$ cat src/rtl/bn128_pnt_scl_unpack_if.sv
// Valid/ready stream bundle with frame markers used by the BN128 point/scalar
// unpacker.
//   dat : payload, DAT_BITS wide
//   val : source holds a beat
//   rdy : sink takes the beat in a cycle where val and rdy are both 1
//   sop : first beat of a frame
//   eop : last beat of a frame
// The source and sink modports are the names the unpacker uses. The master and
// slave modports give the same two directions under their usual names.
interface bn128_pnt_scl_unpack_if #(
    parameter int DAT_BITS = 256
);
    logic [DAT_BITS-1:0] dat;
    logic                val;
    logic                rdy;
    logic                sop;
    logic                eop;

    modport source (output dat, output val, output sop, output eop, input rdy);
    modport sink   (input dat, input val, input sop, input eop, output rdy);
    modport master (output dat, output val, output sop, output eop, input rdy);
    modport slave  (input dat, input val, input sop, input eop, output rdy);
endinterface

$ cat src/rtl/bn128_pnt_scl_unpack.sv
// Splits a serialized {scalar, x, y, z} frame into a scalar beat and a Jacobian
// point beat. Malformed frames are dropped and counted.
//
// Ports
//   i_clk, i_rst_n : rising-edge clock and asynchronous active-low reset
//   i_pnt_scl_if   : input frame stream (sink). Beat order is scalar (sop),
//                    x, y, z (eop).
//   o_scl_if       : recovered scalar, one beat per frame, sop = eop = 1
//   o_pnt_if       : recovered point {z, y, x}, 3*DAT_BITS wide, sop = eop = 1
//   o_frm_cnt      : frames emitted, wraps modulo 2^64
//   o_err_cnt      : framing errors, saturates at 16'hFFFF
//
// State table (beat counter)
//   BEAT_SCL | waiting for the sop beat that carries the scalar
//   BEAT_X   | scalar staged, waiting for x
//   BEAT_Y   | x staged, waiting for y
//   BEAT_Z   | y staged, waiting for z with eop. This beat is only taken when
//            | both output slots can accept a new beat.
module bn128_pnt_scl_unpack #(
    parameter int DAT_BITS  = 256,
    parameter int FRM_BEATS = 4
) (
    input  logic                          i_clk,
    input  logic                          i_rst_n,
    bn128_pnt_scl_unpack_if.sink          i_pnt_scl_if,
    bn128_pnt_scl_unpack_if.source        o_scl_if,
    bn128_pnt_scl_unpack_if.source        o_pnt_if,
    output logic [63:0]                   o_frm_cnt,
    output logic [15:0]                   o_err_cnt
);

    localparam int CNT_W = $clog2(FRM_BEATS);

    typedef enum logic [CNT_W-1:0] {
        BEAT_SCL = CNT_W'(0),
        BEAT_X   = CNT_W'(1),
        BEAT_Y   = CNT_W'(2),
        BEAT_Z   = CNT_W'(3)
    } beat_t;

    beat_t               cnt;
    logic [1:0]          rst_sync;
    logic [DAT_BITS-1:0] scl_r;
    logic [DAT_BITS-1:0] x_r;
    logic [DAT_BITS-1:0] y_r;

    logic                  scl_val;
    logic [DAT_BITS-1:0]   scl_dat;
    logic                  pnt_val;
    logic [3*DAT_BITS-1:0] pnt_dat;

    logic in_rdy;
    logic acc;
    logic err_sop;
    logic err_nosop;
    logic err_eop;
    logic err_noeop;
    logic bad;
    logic emit;
    logic scl_free;
    logic pnt_free;

    // Reset release goes through two flops, so rdy first rises on the second
    // clock edge after deassertion. Assertion still takes effect immediately.
    always_ff @(posedge i_clk or negedge i_rst_n) begin
        if (!i_rst_n) begin
            rst_sync <= 2'b00;
        end else begin
            rst_sync <= {rst_sync[0], 1'b1};
        end
    end

    // A slot is free if it is empty or is being drained this cycle. This lets
    // beat z land in the same cycle the previous result leaves. rdy depends
    // only on cnt and the output handshakes, never on the input val.
    always_comb begin
        scl_free = ~scl_val | o_scl_if.rdy;
        pnt_free = ~pnt_val | o_pnt_if.rdy;
        in_rdy   = rst_sync[1] & ((cnt != BEAT_Z) | (scl_free & pnt_free));
        acc      = i_pnt_scl_if.val & in_rdy;
    end

    // Framing checks. A stray sop has priority over every other error and
    // restarts the frame. That is why the other error terms are only looked at
    // when err_sop is clear.
    always_comb begin
        err_sop   = i_pnt_scl_if.sop & (cnt != BEAT_SCL);
        err_nosop = ~i_pnt_scl_if.sop & (cnt == BEAT_SCL);
        err_eop   = i_pnt_scl_if.eop & (cnt != BEAT_Z);
        err_noeop = ~i_pnt_scl_if.eop & (cnt == BEAT_Z);
        bad       = err_sop | err_nosop | err_eop | err_noeop;
        emit      = acc & ~bad & (cnt == BEAT_Z);
    end

    assign i_pnt_scl_if.rdy = in_rdy;

    always_ff @(posedge i_clk or negedge i_rst_n) begin
        if (!i_rst_n) begin
            cnt       <= BEAT_SCL;
            scl_val   <= 1'b0;
            pnt_val   <= 1'b0;
            o_frm_cnt <= '0;
            o_err_cnt <= '0;
        end else begin
            if (o_scl_if.rdy) begin
                scl_val <= 1'b0;
            end
            if (o_pnt_if.rdy) begin
                pnt_val <= 1'b0;
            end
            if (emit) begin
                scl_val   <= 1'b1;
                pnt_val   <= 1'b1;
                o_frm_cnt <= o_frm_cnt + 64'd1;
            end
            if (acc) begin
                if (bad && o_err_cnt != 16'hFFFF) begin
                    o_err_cnt <= o_err_cnt + 16'd1;
                end
                if (err_sop) begin
                    cnt <= BEAT_X;
                end else if (bad) begin
                    cnt <= BEAT_SCL;
                end else begin
                    case (cnt)
                        BEAT_SCL: cnt <= BEAT_X;
                        BEAT_X:   cnt <= BEAT_Y;
                        BEAT_Y:   cnt <= BEAT_Z;
                        default:  cnt <= BEAT_SCL;
                    endcase
                end
            end
        end
    end

    // Payload registers have no reset. The val flags above decide whether
    // their contents mean anything.
    always_ff @(posedge i_clk) begin
        if (acc && (err_sop || (cnt == BEAT_SCL && !bad))) begin
            scl_r <= i_pnt_scl_if.dat;
        end
        if (acc && !bad && cnt == BEAT_X) begin
            x_r <= i_pnt_scl_if.dat;
        end
        if (acc && !bad && cnt == BEAT_Y) begin
            y_r <= i_pnt_scl_if.dat;
        end
        if (emit) begin
            scl_dat <= scl_r;
            pnt_dat <= {i_pnt_scl_if.dat, y_r, x_r};
        end
    end

    assign o_scl_if.val = scl_val;
    assign o_scl_if.sop = scl_val;
    assign o_scl_if.eop = scl_val;
    assign o_scl_if.dat = scl_dat;
    assign o_pnt_if.val = pnt_val;
    assign o_pnt_if.sop = pnt_val;
    assign o_pnt_if.eop = pnt_val;
    assign o_pnt_if.dat = pnt_dat;

endmodule

$ cat src/flat_wrapper.sv
// flat-port wrapper written by rule: the top's interface ports become plain ports
module bn128_pnt_scl_unpack_flat 
#(
    parameter int DAT_BITS  = 256,
    parameter int FRM_BEATS = 4
)
  (i_clk, i_rst_n, o_frm_cnt, o_err_cnt, i_pnt_scl_if_dat, i_pnt_scl_if_val, i_pnt_scl_if_sop, i_pnt_scl_if_eop, i_pnt_scl_if_rdy, o_scl_if_dat, o_scl_if_val, o_scl_if_sop, o_scl_if_eop, o_scl_if_rdy, o_pnt_if_dat, o_pnt_if_val, o_pnt_if_sop, o_pnt_if_eop, o_pnt_if_rdy);
  bn128_pnt_scl_unpack_if #(.DAT_BITS(DAT_BITS)) i_pnt_scl_if_i ();
  bn128_pnt_scl_unpack_if #(.DAT_BITS(DAT_BITS)) o_scl_if_i ();
  bn128_pnt_scl_unpack_if #(.DAT_BITS(DAT_BITS)) o_pnt_if_i ();
  input  logic i_clk;
  input  logic i_rst_n;
  output logic [63:0] o_frm_cnt;
  output logic [15:0] o_err_cnt;
  input wire logic [$bits(i_pnt_scl_if_i.dat)-1:0] i_pnt_scl_if_dat;
  input wire logic [$bits(i_pnt_scl_if_i.val)-1:0] i_pnt_scl_if_val;
  input wire logic [$bits(i_pnt_scl_if_i.sop)-1:0] i_pnt_scl_if_sop;
  input wire logic [$bits(i_pnt_scl_if_i.eop)-1:0] i_pnt_scl_if_eop;
  output wire logic [$bits(i_pnt_scl_if_i.rdy)-1:0] i_pnt_scl_if_rdy;
  output wire logic [$bits(o_scl_if_i.dat)-1:0] o_scl_if_dat;
  output wire logic [$bits(o_scl_if_i.val)-1:0] o_scl_if_val;
  output wire logic [$bits(o_scl_if_i.sop)-1:0] o_scl_if_sop;
  output wire logic [$bits(o_scl_if_i.eop)-1:0] o_scl_if_eop;
  input wire logic [$bits(o_scl_if_i.rdy)-1:0] o_scl_if_rdy;
  output wire logic [$bits(o_pnt_if_i.dat)-1:0] o_pnt_if_dat;
  output wire logic [$bits(o_pnt_if_i.val)-1:0] o_pnt_if_val;
  output wire logic [$bits(o_pnt_if_i.sop)-1:0] o_pnt_if_sop;
  output wire logic [$bits(o_pnt_if_i.eop)-1:0] o_pnt_if_eop;
  input wire logic [$bits(o_pnt_if_i.rdy)-1:0] o_pnt_if_rdy;
  assign i_pnt_scl_if_i.dat = i_pnt_scl_if_dat;
  assign i_pnt_scl_if_i.val = i_pnt_scl_if_val;
  assign i_pnt_scl_if_i.sop = i_pnt_scl_if_sop;
  assign i_pnt_scl_if_i.eop = i_pnt_scl_if_eop;
  assign i_pnt_scl_if_rdy = i_pnt_scl_if_i.rdy;
  assign o_scl_if_dat = o_scl_if_i.dat;
  assign o_scl_if_val = o_scl_if_i.val;
  assign o_scl_if_sop = o_scl_if_i.sop;
  assign o_scl_if_eop = o_scl_if_i.eop;
  assign o_scl_if_i.rdy = o_scl_if_rdy;
  assign o_pnt_if_dat = o_pnt_if_i.dat;
  assign o_pnt_if_val = o_pnt_if_i.val;
  assign o_pnt_if_sop = o_pnt_if_i.sop;
  assign o_pnt_if_eop = o_pnt_if_i.eop;
  assign o_pnt_if_i.rdy = o_pnt_if_rdy;
  bn128_pnt_scl_unpack #(.DAT_BITS(DAT_BITS), .FRM_BEATS(FRM_BEATS)) u_core (.i_clk(i_clk), .i_rst_n(i_rst_n), .i_pnt_scl_if(i_pnt_scl_if_i), .o_scl_if(o_scl_if_i), .o_pnt_if(o_pnt_if_i), .o_frm_cnt(o_frm_cnt), .o_err_cnt(o_err_cnt));
endmodule
$ cat config.mk
export PLATFORM = sky130hd
export DESIGN_NAME = bn128_pnt_scl_unpack_flat
export DESIGN_NICKNAME = d
export VERILOG_FILES = /design/src/rtl/bn128_pnt_scl_unpack_if.sv /design/src/rtl/bn128_pnt_scl_unpack.sv /design/src/flat_wrapper.sv
export SDC_FILE = /design/constraint.sdc
export NUM_CORES = 1
export LEC_CHECK = 0
export ABC_AREA = 1
export BUFFER_PORTS_ARGS = -buffer_cell sky130_fd_sc_hd__buf_2
export CAP_MARGIN = 20
export CORE_MARGIN = 4
export CORE_UTILIZATION = 30
export CTS_CLUSTER_DIAMETER = 40
export CTS_CLUSTER_SIZE = 12
export DETAILED_ROUTE_END_ITERATION = 8
export GPL_ROUTABILITY_DRIVEN = 0
export PLACE_DENSITY_LB_ADDON = 0.1
export SLEW_MARGIN = 10
export SYNTH_ARGS = -nofsm -noshare
export SYNTH_HDL_FRONTEND = slang
export SYNTH_SLANG_ARGS = --single-unit
$ cat constraint.sdc
create_clock -name i_clk -period 44.2 [get_ports i_clk]
set_input_delay 2.21 -clock i_clk [delete_from_list [all_inputs] [get_ports i_clk]]
set_output_delay 2.21 -clock i_clk [all_outputs]
set_load 0.02 [all_outputs]
Word-level counts from Yosys, hierarchy flattened
Cells that the tools add are included.
Widths: inputs -> output; s select.
{"block": "totals", "regBits": 1110, "in_bits": 263, "out_inout_bits": 599}
{"block": "classes", "add_sub_neg": 2, "eq_ne": 5, "n_mux": 7, "n_bitwise": 20, "reduce_logical": 12}
{"cell": "$add 64x1->64 const B", "n": 1}
{"cell": "$add 16x1->16 const B", "n": 1}
{"cell": "$ne 16x16->1 const B", "n": 1}
{"cell": "$and 1x1->1", "n": 9}
{"cell": "$or 1x1->1", "n": 6}
{"cell": "$pmux 2 s3", "n": 1}
{"cell": "$reduce_bool 2->1", "n": 3}
{"cell": "$logic_and 1x1->1", "n": 5}
{"cell": "$not 1->1", "n": 5}
{"cell": "$eq 2x2->1 const B", "n": 2}
{"cell": "$mux 1", "n": 4}
{"cell": "$mux 2", "n": 2}
{"cell": "$eq 2x1->1 const B", "n": 1}
{"cell": "$logic_not 2->1", "n": 1}
{"cell": "$ne 2x2->1 const B", "n": 1}
{"cell": "$reduce_and 2->1", "n": 1}
{"cell": "$logic_not 1->1", "n": 1}
{"cell": "$logic_or 1x1->1", "n": 1}

Longest topological paths before layout
Gate-level depths: netlist (run 1).
{"block": "depth", "ltp_word": 9, "mapped_depth": 12}

Worst setup path before layout (run 1)
No wires, ideal clock.
{"block": "synth_timing", "kind": "input to register", "start": "input port o_scl_if_rdy", "end": "register u_core.scl_r[0], enable pin", "t_arrival_ns": 21.273, "setup_slack_ns": 21.676, "path_stages": 6, "n_path_buf": 0, "cell_sequence": "inv_1 nand2_1 nand2_1 nand2_1 nand3_2 a211oi_1"}
{"block": "synth_via", "elab_chain_cells": 6}
{"element": "start, declared", "line": "flat_wrapper.sv:24", "text": "input wire logic [$bits(o_scl_if_i.rdy)-1:0] o_scl_if_rdy;"}
{"element": "$or 1x1->1", "line": "bn128_pnt_scl_unpack.sv:77", "text": "scl_free = ~scl_val | o_scl_if.rdy;"}
{"element": "$and 1x1->1", "line": "bn128_pnt_scl_unpack.sv:79", "text": "in_rdy = rst_sync[1] & ((cnt != BEAT_Z) | (scl_free & pnt_free));"}
{"element": "$or 1x1->1", "line": "bn128_pnt_scl_unpack.sv:79"}
{"element": "$and 1x1->1", "line": "bn128_pnt_scl_unpack.sv:79"}
{"element": "$and 1x1->1", "line": "bn128_pnt_scl_unpack.sv:80", "text": "acc = i_pnt_scl_if.val & in_rdy;"}
{"element": "$logic_and 1x1->1", "line": "bn128_pnt_scl_unpack.sv:139", "text": "if (acc && (err_sop || (cnt == BEAT_SCL && !bad))) begin"}
{"element": "end signal, assigned", "line": "bn128_pnt_scl_unpack.sv:140", "text": "scl_r <= i_pnt_scl_if.dat;"}
{"element": "end, declared", "line": "bn128_pnt_scl_unpack.sv:43", "text": "logic [DAT_BITS-1:0] scl_r;"}
No other way between the ends.
A chain may end at the register's enable or synchronous reset.

Final worst setup path (run 1)
{"block": "layout_timing", "start": "input port o_scl_if_rdy", "end": "register u_core.x_r[14], enable pin"}
{"block": "layout_via", "elab_chain_cells": 7}
{"element": "$or 1x1->1", "line": "bn128_pnt_scl_unpack.sv:77"}
{"element": "$and 1x1->1", "line": "bn128_pnt_scl_unpack.sv:79"}
{"element": "$or 1x1->1", "line": "bn128_pnt_scl_unpack.sv:79"}
{"element": "$and 1x1->1", "line": "bn128_pnt_scl_unpack.sv:79"}
{"element": "$and 1x1->1", "line": "bn128_pnt_scl_unpack.sv:80"}
{"element": "$logic_and 1x1->1 (2 in a row)", "line": "bn128_pnt_scl_unpack.sv:142", "text": "if (acc && !bad && cnt == BEAT_X) begin"}
{"element": "end signal, assigned", "line": "bn128_pnt_scl_unpack.sv:143", "text": "x_r <= i_pnt_scl_if.dat;"}
{"element": "end, declared", "line": "bn128_pnt_scl_unpack.sv:44", "text": "logic [DAT_BITS-1:0] x_r;"}
No other way between the ends.

==> impl_metrics.tcl, run 1 <==
set metrics [dict create \
    outcome "complete, no violations" \
    floorplan.io_pins 862 \
    flow.area_growth_from_synthesis_pct 32.8 \
    post_cts_setup_buffers 0 \
    postSynthAreaPerCell_um2 19.7 \
    grt.overflow.total 0 \
    detailedPlacementHpwl_um 77500 \
    switching_power_uw 577 \
    via_count_of_the_first_global_routing_pass 20100 \
    clockPowerShare_pct 48.7 \
    worstPathRequired_ns 44.57 \
    worst_hold_path_type "flip-flop to flip-flop" \
    syn_inst 1838 \
    synth_top_area_share_pct 84.8 \
    synth_top_flop_cell "sky130_fd_sc_hd__edfxtp_1" \
    grt_first_pass_wirelength_um 147000 \
    nets 3134 \
    ant_nets 0 \
    irDropWorstVdd_uv 44.6 \
    violation_count_after_the_first_detailed_routing_iteration 1284 \
    cts_max_level 4 \
    fmax_mhz 173 \
    maxCapViolCount 0 \
    drive_above_1_share_pct 38.7 \
    postSynthRegisterBits 1110 \
    firstDrtPassIters 5 \
    asyncSetResetFlopFracSynth_pct 7.75 \
    post-route-util_pct 40.2 \
    synth_area_leaders "sky130_fd_sc_hd__edfxtp_1 (85%), sky130_fd_sc_hd__dfrtp_1 (5.9%), sky130_fd_sc_hd__nand2_1 (3.3%)" \
    tritoncts_clock_tree "built" \
    die_height_um 356 \
    area.sequential_um2 32900 \
    finalSetupViolCount 0 \
    yosysSeqAreaShare_pct 90.7 \
    rsz0062_at_grt "false" \
    multi_input_area_um2 2950 \
    grt_util_all_layers_pct 16.3 \
    seqPwrFrac_pct 47.3 \
    post_drt_wl_per_cell_um 23.0 \
    route.detailed.drc 0 \
    worst_setup_hold_path_clk_slew_ns 0.05 \
    worst-setup-path-type "input pin to flip-flop" \
    synth_area_leader_cell "sky130_fd_sc_hd__edfxtp_1" \
    post_cts.resized_instances 0 \
    layout_common_cells "sky130_fd_sc_hd__edfxtp_1 (1024), sky130_fd_sc_hd__buf_2 (860), sky130_fd_sc_hd__nand2_1 (316)" \
    synth_cell_types 35 \
    power_switching_share_pct 22.1 \
    internal-power_mw 2.03 \
    ctsLongestPathBuffers 3 \
    critical_path_arrival_ns 6.17 \
    routed_wl_um 106000 \
    cts-buffers-inserted 160 \
    tns_ns 0 \
    worst_pin_slew_ns 1.08 \
    final-hold-violation-count 0 \
    mappedNetlistArea_um2 36300 \
    synth.yosys.warnings 0 \
    critPathMaxFanout 51 \
    synth_edf_count 1024 \
    io_buffers 861 \
    die_area_um2 127000 \
    final.min_clock_period_ns 5.79 \
    finClkSkew_ns 0.0397 \
    relSlewSlack_pct 27.8 \
    total_power_mw 2.61 \
    slew_viol_final 0 \
    worst_case_register_to_register_setup_slack_ns 39.13 \
    detailroute.via_count 19700 \
    critPathLaunchType "input pin" \
    layout.cells.most_common "sky130_fd_sc_hd__edfxtp_1" \
    synthesis.nets 2108 \
    grt_max_degree 157 \
    post-route-period-util_pct 13.1 \
    final.fill_count 11100 \
    avgViaCountPerCell 4.27 \
    cts_hold_buf 0 \
    critPathCaptureType "flip-flop" \
    number_of_antenna_violations_at_the_first_check_in_global_routing 47 \
    start_util_pct 30.2 \
    core_area_um2 120000 \
    clock_root_buffer "sky130_fd_sc_hd__clkbuf_16" \
    worst_skew_pair.late_latency_ns 0.76 \
    power.static_leakage_nw 17.8 \
    power_frac_comb_pct 4.0 \
    die_x_um 356 \
    cts.sink_count 1110 \
    powerDensity_nw_per_um2 54.2 \
    placement_rows 127 \
]
worst max-delay path, stage by stage:
cell and delay [ns]:
sky130_fd_sc_hd__buf_2 0.08, sky130_fd_sc_hd__inv_1 0.03, sky130_fd_sc_hd__nand2_1 0.07, sky130_fd_sc_hd__nand2_1 0.07
sky130_fd_sc_hd__nand2_1 0.07, sky130_fd_sc_hd__nand3_2 0.24, sky130_fd_sc_hd__nor3b_2 0.65, sky130_fd_sc_hd__buf_4 0.61
sky130_fd_sc_hd__buf_4 0.59, sky130_fd_sc_hd__buf_4 0.69, sky130_fd_sc_hd__buf_4 0.73
path summary, 6_finish.rpt:
check | start | endpoint | cells past startpoint
worst max register to register | u_core.cnt[0]$_DFFE_PN0P_ | u_core.x_r[14]$_DFFE_PP_ | 10
worst max-delay path | o_scl_if_rdy | u_core.x_r[14]$_DFFE_PP_ | 11
min in group asynchronous | i_rst_n | u_core.cnt[0]$_DFFE_PN0P_ | 1
worst min register to register | u_core.rst_sync[0]$_DFF_PN0_ | u_core.rst_sync[1]$_DFF_PN0_ | 0
worst min-delay path | u_core.rst_sync[0]$_DFF_PN0_ | u_core.rst_sync[1]$_DFF_PN0_ | 0
max in group asynchronous | i_rst_n | u_core.o_frm_cnt[27]$_DFFE_PN0P_ | 2
final cells by class:
class	count	area share [%]
Timing Repair Buffer	883	9.47
Antenna cell	10	0.0519
Tap cell	1612	4.19
Inverter	72	0.561
Clock inverter	108	2.68
Multi-Input combinational cell	637	6.13
Sequential cell	1110	68.3
Clock buffer	181	8.63
registers in the layout (all words and copies together), names as in the netlist:
name	cells
u_core.cnt	2
u_core.o_err_cnt	16
u_core.o_frm_cnt	64
u_core.o_pnt_if.eop	1
u_core.o_scl_if.dat	256
u_core.o_scl_if.eop	1
u_core.pnt_dat	256
u_core.rst_sync	2
u_core.scl_r	256
u_core.x_r	256
stage by stage:
stage / setup slack, ns / hold slack (ns) / instance area, um^2 / cells
finish: 38.41 / 0.355 / 48200 / 4613
global route: 38.14 / 0.365 / 48200 / 4611
CTS: 38.29 / 0.357 / 48100 / 4600
detailed placement: 37.43 / 0.348 / 42600 / 4311
global placement: 37.07 / 0.332 / 42600 / 4310
floorplan: 21.68 / 0.331 / 36300 / 1838
cell usage after synthesis (all sizes together), types with 7 or more instances:
cell type,number
edfxtp,1024
nand2,318
nor2,144
dfrtp,86
inv,72
o21ai,45
nand3,39
nand3b,28
buf,17
xor2,16
nand4,13
ha,7
nor3,7
cell families after synthesis:
kind of cell | Yosys count | synth area share, %
other | 1 | 0.0103
buffers and inverters | 91 | 1.19
AOI/OAI and AO/OA | 51 | 0.756
xor gates and xnor gates | 20 | 0.483
adders and majority gates | 7 | 0.242
and+or+nand+nor | 558 | 6.59
DFF | 1110 | 90.7
power by group through the flow:
stage | sequential, mW | clock (mW) | combinational [mW]
global route | 1.24 | 1.35 | 0.117
detailed placement | 1.25 | 0 | 0.109
CTS | 1.23 | 1.31 | 0.109
global placement | 1.25 | 0 | 0.106
finish | 1.23 | 1.27 | 0.105
floorplan | 1.30 | 0 | 0.0418
per-layer routing:
layer,vias up,track usage (%),part of all wire (%)
li1,8897,-,-
met1,9760,17.9,37
met2,763,28.0,51
met3,243,6.60,9.2
met4,28,6.56,3.3
met5,-,0,0.18
Note: power is estimated with default switching activity, not from simulation.
==> run 2: changes to the inputs <==
clock period = 5.7 ns   (was 44.2 ns; I/O delays follow)
==> impl_metrics.tcl, run 2 (same netlist as run 1, synthesis figures left out) <==
set metrics [dict create \
    outcome "complete, no violations" \
    cts.sink_count 1110 \
    firstDrtPassIters 5 \
    maxCapViolCount 0 \
    die_area_um2 127000 \
    post_drt_wl_per_cell_um 22.2 \
    worstPathRequired_ns 6.08 \
    gr-usage-met2_pct 28.8 \
    post-route-worst-setup-slack_ns 2.84 \
    grt.busiest_layer "met2" \
    use_met3_pct 6.34 \
    relSlewSlack_pct 31.3 \
    cts_hold_buf 262 \
    critical_path_arrival_ns 3.24 \
    clock_root_buffer "sky130_fd_sc_hd__clkbuf_16" \
    routed_wl_um 108000 \
    worst_setup_hold_path_clk_slew_ns 0.05 \
    violation_count_after_the_first_detailed_routing_iteration 1360 \
    grt.overflow.total 0 \
    via_count_of_the_first_global_routing_pass 21800 \
    post_dp_cell_area_um2 42900 \
    finalSetupViolCount 0 \
    layout.cells.most_common "sky130_fd_sc_hd__edfxtp_1" \
    globalRouteMet1Util_pct 18.8 \
    finClkSkew_ns 0.0484 \
    route.detailed.drc 0 \
    ant_nets 0 \
    layout_common_cells "sky130_fd_sc_hd__edfxtp_1 (1024), sky130_fd_sc_hd__buf_2 (860), sky130_fd_sc_hd__nand2_1 (316)" \
    core_area_um2 120000 \
    avgViaCountPerCell 4.22 \
    number_of_non_filler_instances_in_the_completed_layout 4883 \
    number_of_antenna_violations_at_the_first_check_in_global_routing 9 \
    worst-setup-path-type "flip-flop to flip-flop" \
    post_cts.resized_instances 0 \
    io_buffers 861 \
    powerDensity_nw_per_um2 400 \
    cts-buffers-inserted 158 \
    critPathMaxFanout 47 \
    cts_max_level 4 \
    total_power_mw 20.4 \
    start_util_pct 30.2 \
    fmax_mhz 350 \
    die_x_um 356 \
    placement.setup.worst_slack_ns 2.78 \
    drive_above_1_share_pct 35.9 \
    final.min_clock_period_ns 2.86 \
    power.static_leakage_nw 19.0 \
    tns_ns 0 \
    detailroute.via_count 20600 \
    tritoncts_clock_tree "built" \
    ctsLongestPathBuffers 3 \
    grt_util_all_layers_pct 16.7 \
    rsz0062_at_grt "false" \
    flow.area_growth_from_synthesis_pct 40.5 \
    critPathLaunchType "flip-flop" \
    finalHoldWorstSlack_ns 0.136 \
    worst_hold_path_type "input pin to async pin" \
    irDropWorstVdd_uv 272 \
    critPathCaptureType "flip-flop" \
    detailedPlacementHpwl_um 78900 \
    post-route-util_pct 42.5 \
    nets 3406 \
    placement_rows 127 \
    post_cts_setup_buffers 0 \
    final-hold-violation-count 0 \
    worst_skew_pair.late_latency_ns 0.77 \
    fin_area_um2 50900 \
    die_height_um 356 \
    numPlacedInstances 4325 \
    worst_pin_slew_ns 1.03 \
    slew_viol_final 0 \
    grt_max_degree 135 \
    post-route-period-util_pct 50.1 \
    grt_first_pass_wirelength_um 153000 \
    floorplan.io_pins 862 \
]
[run 2: changes by cell type in the layout (fill, tap and decap cells not counted), moves of 3 or more]
cell / delta
sky130_fd_sc_hd__dlygate4sd3_1: +262
sky130_fd_sc_hd__buf_12: +9
sky130_fd_sc_hd__inv_6: -9
sky130_fd_sc_hd__clkinv_1: +6
sky130_fd_sc_hd__clkinv_2: +6
sky130_fd_sc_hd__diode_2: -5
sky130_fd_sc_hd__buf_4: +4
sky130_fd_sc_hd__clkbuf_16: -3
sky130_fd_sc_hd__clkinv_4: -3
sky130_fd_sc_hd__clkinv_8: +3
sky130_fd_sc_hd__inv_1: -3
sky130_fd_sc_hd__inv_2: +3
[run 2: per-layer routing]
| metal | up-vias | share of wire, % |
|---|---|---|
| li1 | 9438 | - |
| met1 | 10200 | 38 |
| met2 | 758 | 51 |
| met3 | 154 | 8.5 |
| met4 | 8 | 3.2 |
| met5 | - | 0.044 |
[run 2: area by class of cell]
| class | count | area [um^2] |
|---|---|---|
| inverters | 72 | 270 |
| repair buffers | 1157 | 7370 |
| fillers | 10900 | 69000 |
| clock buffers | 176 | 4060 |
| diodes | 5 | 12.5 |
| clock inverters | 114 | 1330 |
| flip-flops and latches | 1110 | 32900 |
| well taps | 1612 | 2020 |
| multi-input cells | 637 | 2980 |
[run 2: worst paths after layout]
check | from | to | slack, ns | cells after the start
hold reg to reg | u_core.rst_sync[0]$_DFF_PN0_ | u_core.rst_sync[1]$_DFF_PN0_ | 0.36 | 0
setup reg to reg | u_core.cnt[0]$_DFFE_PN0P_ | u_core.o_scl_if.dat[109]$_DFFE_PP_ | 2.84 | 8
max in group asynchronous | i_rst_n | u_core.o_frm_cnt[12]$_DFFE_PN0P_ | 4.91 | 3
min in group i_clk | i_pnt_scl_if_eop | u_core.x_r[122]$_DFFE_PP_ | 0.18 | 4
setup / recovery | u_core.cnt[0]$_DFFE_PN0P_ | u_core.o_scl_if.dat[109]$_DFFE_PP_ | 2.84 | 8
hold / removal | i_rst_n | u_core.o_frm_cnt[53]$_DFFE_PN0P_ | 0.14 | 3
[run 2: worst max-delay path, stage by stage, from the launching register on]
cell	delay, ns
sky130_fd_sc_hd__dfrtp_1	0.42
sky130_fd_sc_hd__inv_2	0.10
sky130_fd_sc_hd__ha_4	0.16
sky130_fd_sc_hd__inv_2	0.05
sky130_fd_sc_hd__ha_4	0.26
sky130_fd_sc_hd__nand3_4	0.13
sky130_fd_sc_hd__nor3_4	0.55
sky130_fd_sc_hd__buf_16	0.22
sky130_fd_sc_hd__buf_4	0.52
[run 2: power breakdown]
| group | switching (mW) | total [mW] | internal [mW] |
|---|---|---|---|
| Combinational | 0.671 | 1.03 | 0.356 |
| Sequential | 0.150 | 9.57 | 9.42 |
| Clock | 3.68 | 9.79 | 6.11 |
| Total | 4.50 | 20.4 | 15.9 |
==> run 3: changes to the inputs <==
clock period = 2.41 ns   (was 5.7 ns; I/O delays follow)
==> impl_metrics.tcl, run 3 (same netlist as run 1, synthesis figures left out) <==
set metrics [dict create \
    layout_common_cells "sky130_fd_sc_hd__edfxtp_1 (1024), sky130_fd_sc_hd__buf_2 (860), sky130_fd_sc_hd__nand2_1 (311)" \
    power_frac_comb_pct 5.7 \
    critPathMaxFanout 16 \
    post_dp_cell_area_um2 43600 \
    core_area_um2 120000 \
    post_drt_wl_per_cell_um 22.6 \
    avgViaCountPerCell 4.23 \
    power_switching_share_pct 21.9 \
    outcome "complete, no violations" \
    grt_max_degree 56 \
    grt_util_all_layers_pct 17.0 \
    number_of_antenna_violations_at_the_first_check_in_global_routing 14 \
    worst_pin_slew_ns 0.521 \
    post-route-period-util_pct 95.9 \
    flow.area_growth_from_synthesis_pct 42.4 \
    relSlewSlack_pct 65.1 \
    finalHoldWorstSlack_ns 0.125 \
    firstDrtPassIters 5 \
    critPathCaptureType "flip-flop" \
    via_count_of_the_first_global_routing_pass 22000 \
    worst-setup-path-type "flip-flop to flip-flop" \
    fmax_mhz 433 \
    finalSetupViolCount 0 \
    hold_depth 2 \
    worst_r2r_dst "u_core.pnt_dat[138]$_DFFE_PP_" \
    layout.cells.most_common "sky130_fd_sc_hd__edfxtp_1" \
    start_util_pct 30.2 \
    detailroute.via_count 20900 \
    ant_nets 0 \
    powerDensity_nw_per_um2 912 \
    min-delay-start "i_pnt_scl_if_dat[47]" \
    die_height_um 356 \
    final-hold-violation-count 0 \
    cts.sink_count 1110 \
    die_x_um 356 \
    clock_root_buffer "sky130_fd_sc_hd__clkbuf_16" \
    internal-power_mw 36.8 \
    detailedPlacementHpwl_um 84000 \
    worst_setup_hold_path_clk_slew_ns 0.05 \
    die_area_um2 127000 \
    hold_end "u_core.scl_r[47]$_DFFE_PP_" \
    worstPathRequired_ns 2.84 \
    cts_max_level 4 \
    critical_path_arrival_ns 2.74 \
    slew_viol_final 0 \
    ctsLongestPathBuffers 3 \
    rr_worst_depth 9 \
    drive_above_1_share_pct 37.3 \
    switching_power_mw 10.3 \
    maxCapViolCount 0 \
    finClkSkew_ns 0.0285 \
    seqPwrFrac_pct 48.0 \
    floorplan.io_pins 862 \
    io_buffers 861 \
    worst_case_register_to_register_setup_slack_ns 0.1 \
    worst_hold_path_type "input pin to flip-flop" \
    route.detailed.drc 0 \
    routed_wl_um 112000 \
    power.static_leakage_nw 19.3 \
    placement.setup.worst_slack_ns -0.0600 \
    clockPowerShare_pct 46.3 \
    fin_area_um2 51600 \
    final.min_clock_period_ns 2.31 \
    critPathLaunchType "flip-flop" \
    placement_rows 127 \
    post-route-worst-setup-slack_ns 0.0998 \
    tritoncts_clock_tree "built" \
    worst_skew_pair.late_latency_ns 0.72 \
    cts-buffers-inserted 151 \
    violation_count_after_the_first_detailed_routing_iteration 1188 \
    rsz0062_at_grt "true" \
    r2r_start "u_core.cnt[0]$_DFFE_PN0P_" \
    grt.overflow.total 0 \
    irDropWorstVdd_uv 612 \
    nets 3476 \
    grt_first_pass_wirelength_um 155000 \
]
[run 3: worst max-delay path by stage]
stage	to	start
finish	u_core.pnt_dat[138]$_DFFE_PP_	u_core.cnt[0]$_DFFE_PN0P_
CTS	u_core.pnt_dat[52]$_DFFE_PP_	u_core.cnt[0]$_DFFE_PN0P_
global placement	u_core.pnt_dat[229]$_DFFE_PP_	u_core.cnt[1]$_DFFE_PN0P_
detailed placement	u_core.o_scl_if.dat[140]$_DFFE_PP_	u_core.cnt[0]$_DFFE_PN0P_
global route	u_core.o_scl_if.dat[199]$_DFFE_PP_	u_core.cnt[1]$_DFFE_PN0P_
floorplan	u_core.scl_r[0]$_DFFE_PP_	u_core.cnt[1]$_DFFE_PN0P_
[run 3: timing repair]
action,in CTS,in global routing
hold endpoints to repair,602,0
setup endpoints to repair,121,433
buffers inserted,1,12
gates cloned,1,5
hold buffers,267,0
resized for setup,2,7
pin swaps,1,1
[run 3: power groups by stage]
stage / combinational [mW] / clock, mW / sequential [mW]
5_1_grt: 2.90 / 23.3 / 22.7
3_5_place_dp: 2.31 / 0 / 23.0
3_3_place_gp: 2.27 / 0 / 23.0
2_1_floorplan: 0.838 / 0 / 23.3
6_report: 2.68 / 21.8 / 22.6
4_1_cts: 2.72 / 22.4 / 22.6
[run 3: per-stage QoR]
step                      std cells  power [mW]  TNS [ns]  utilization [%]
final                          4941        47.1         0             43.0
after global routing           4939        48.9    -0.171             43.0
after CTS                      4918        47.8         0             42.8
after detailed placement       4379        25.3     -5.37             36.3
after global placement         4379        25.3         0             36.3
after floorplan                1838        24.1  -3349.75                -
[run 3: critical path, stage by stage, from the launching register on]
cell and delay (ns):
sky130_fd_sc_hd__dfrtp_1 0.41, sky130_fd_sc_hd__inv_2 0.09, sky130_fd_sc_hd__ha_4 0.16, sky130_fd_sc_hd__inv_2 0.05, sky130_fd_sc_hd__ha_4 0.26, sky130_fd_sc_hd__nand3_4 0.12
sky130_fd_sc_hd__nor3_4 0.22, sky130_fd_sc_hd__buf_4 0.18, sky130_fd_sc_hd__buf_12 0.17, sky130_fd_sc_hd__bufbuf_16 0.33
[run 3: per-layer routing]
| metal | track usage (%) | up-vias | part of all wire (%) |
|---|---|---|---|
| li1 | - | 9571 | - |
| met1 | 19.9 | 10400 | 39 |
| met2 | 30.1 | 781 | 51 |
| met3 | 4.76 | 188 | 6.9 |
| met4 | 6.06 | 10 | 3.2 |
| met5 | 0 | - | 0.056 |
[run 3: area by class of cell]
type,instances,area [um^2]
clock inverter,93,1030
antenna,6,15.0
inverter,72,270
fill,10800,68300
clock buffer,177,4020
timing repair buffer,1234,8390
sequential,1110,32900
multi-input combinational,637,3000
tap,1612,2020
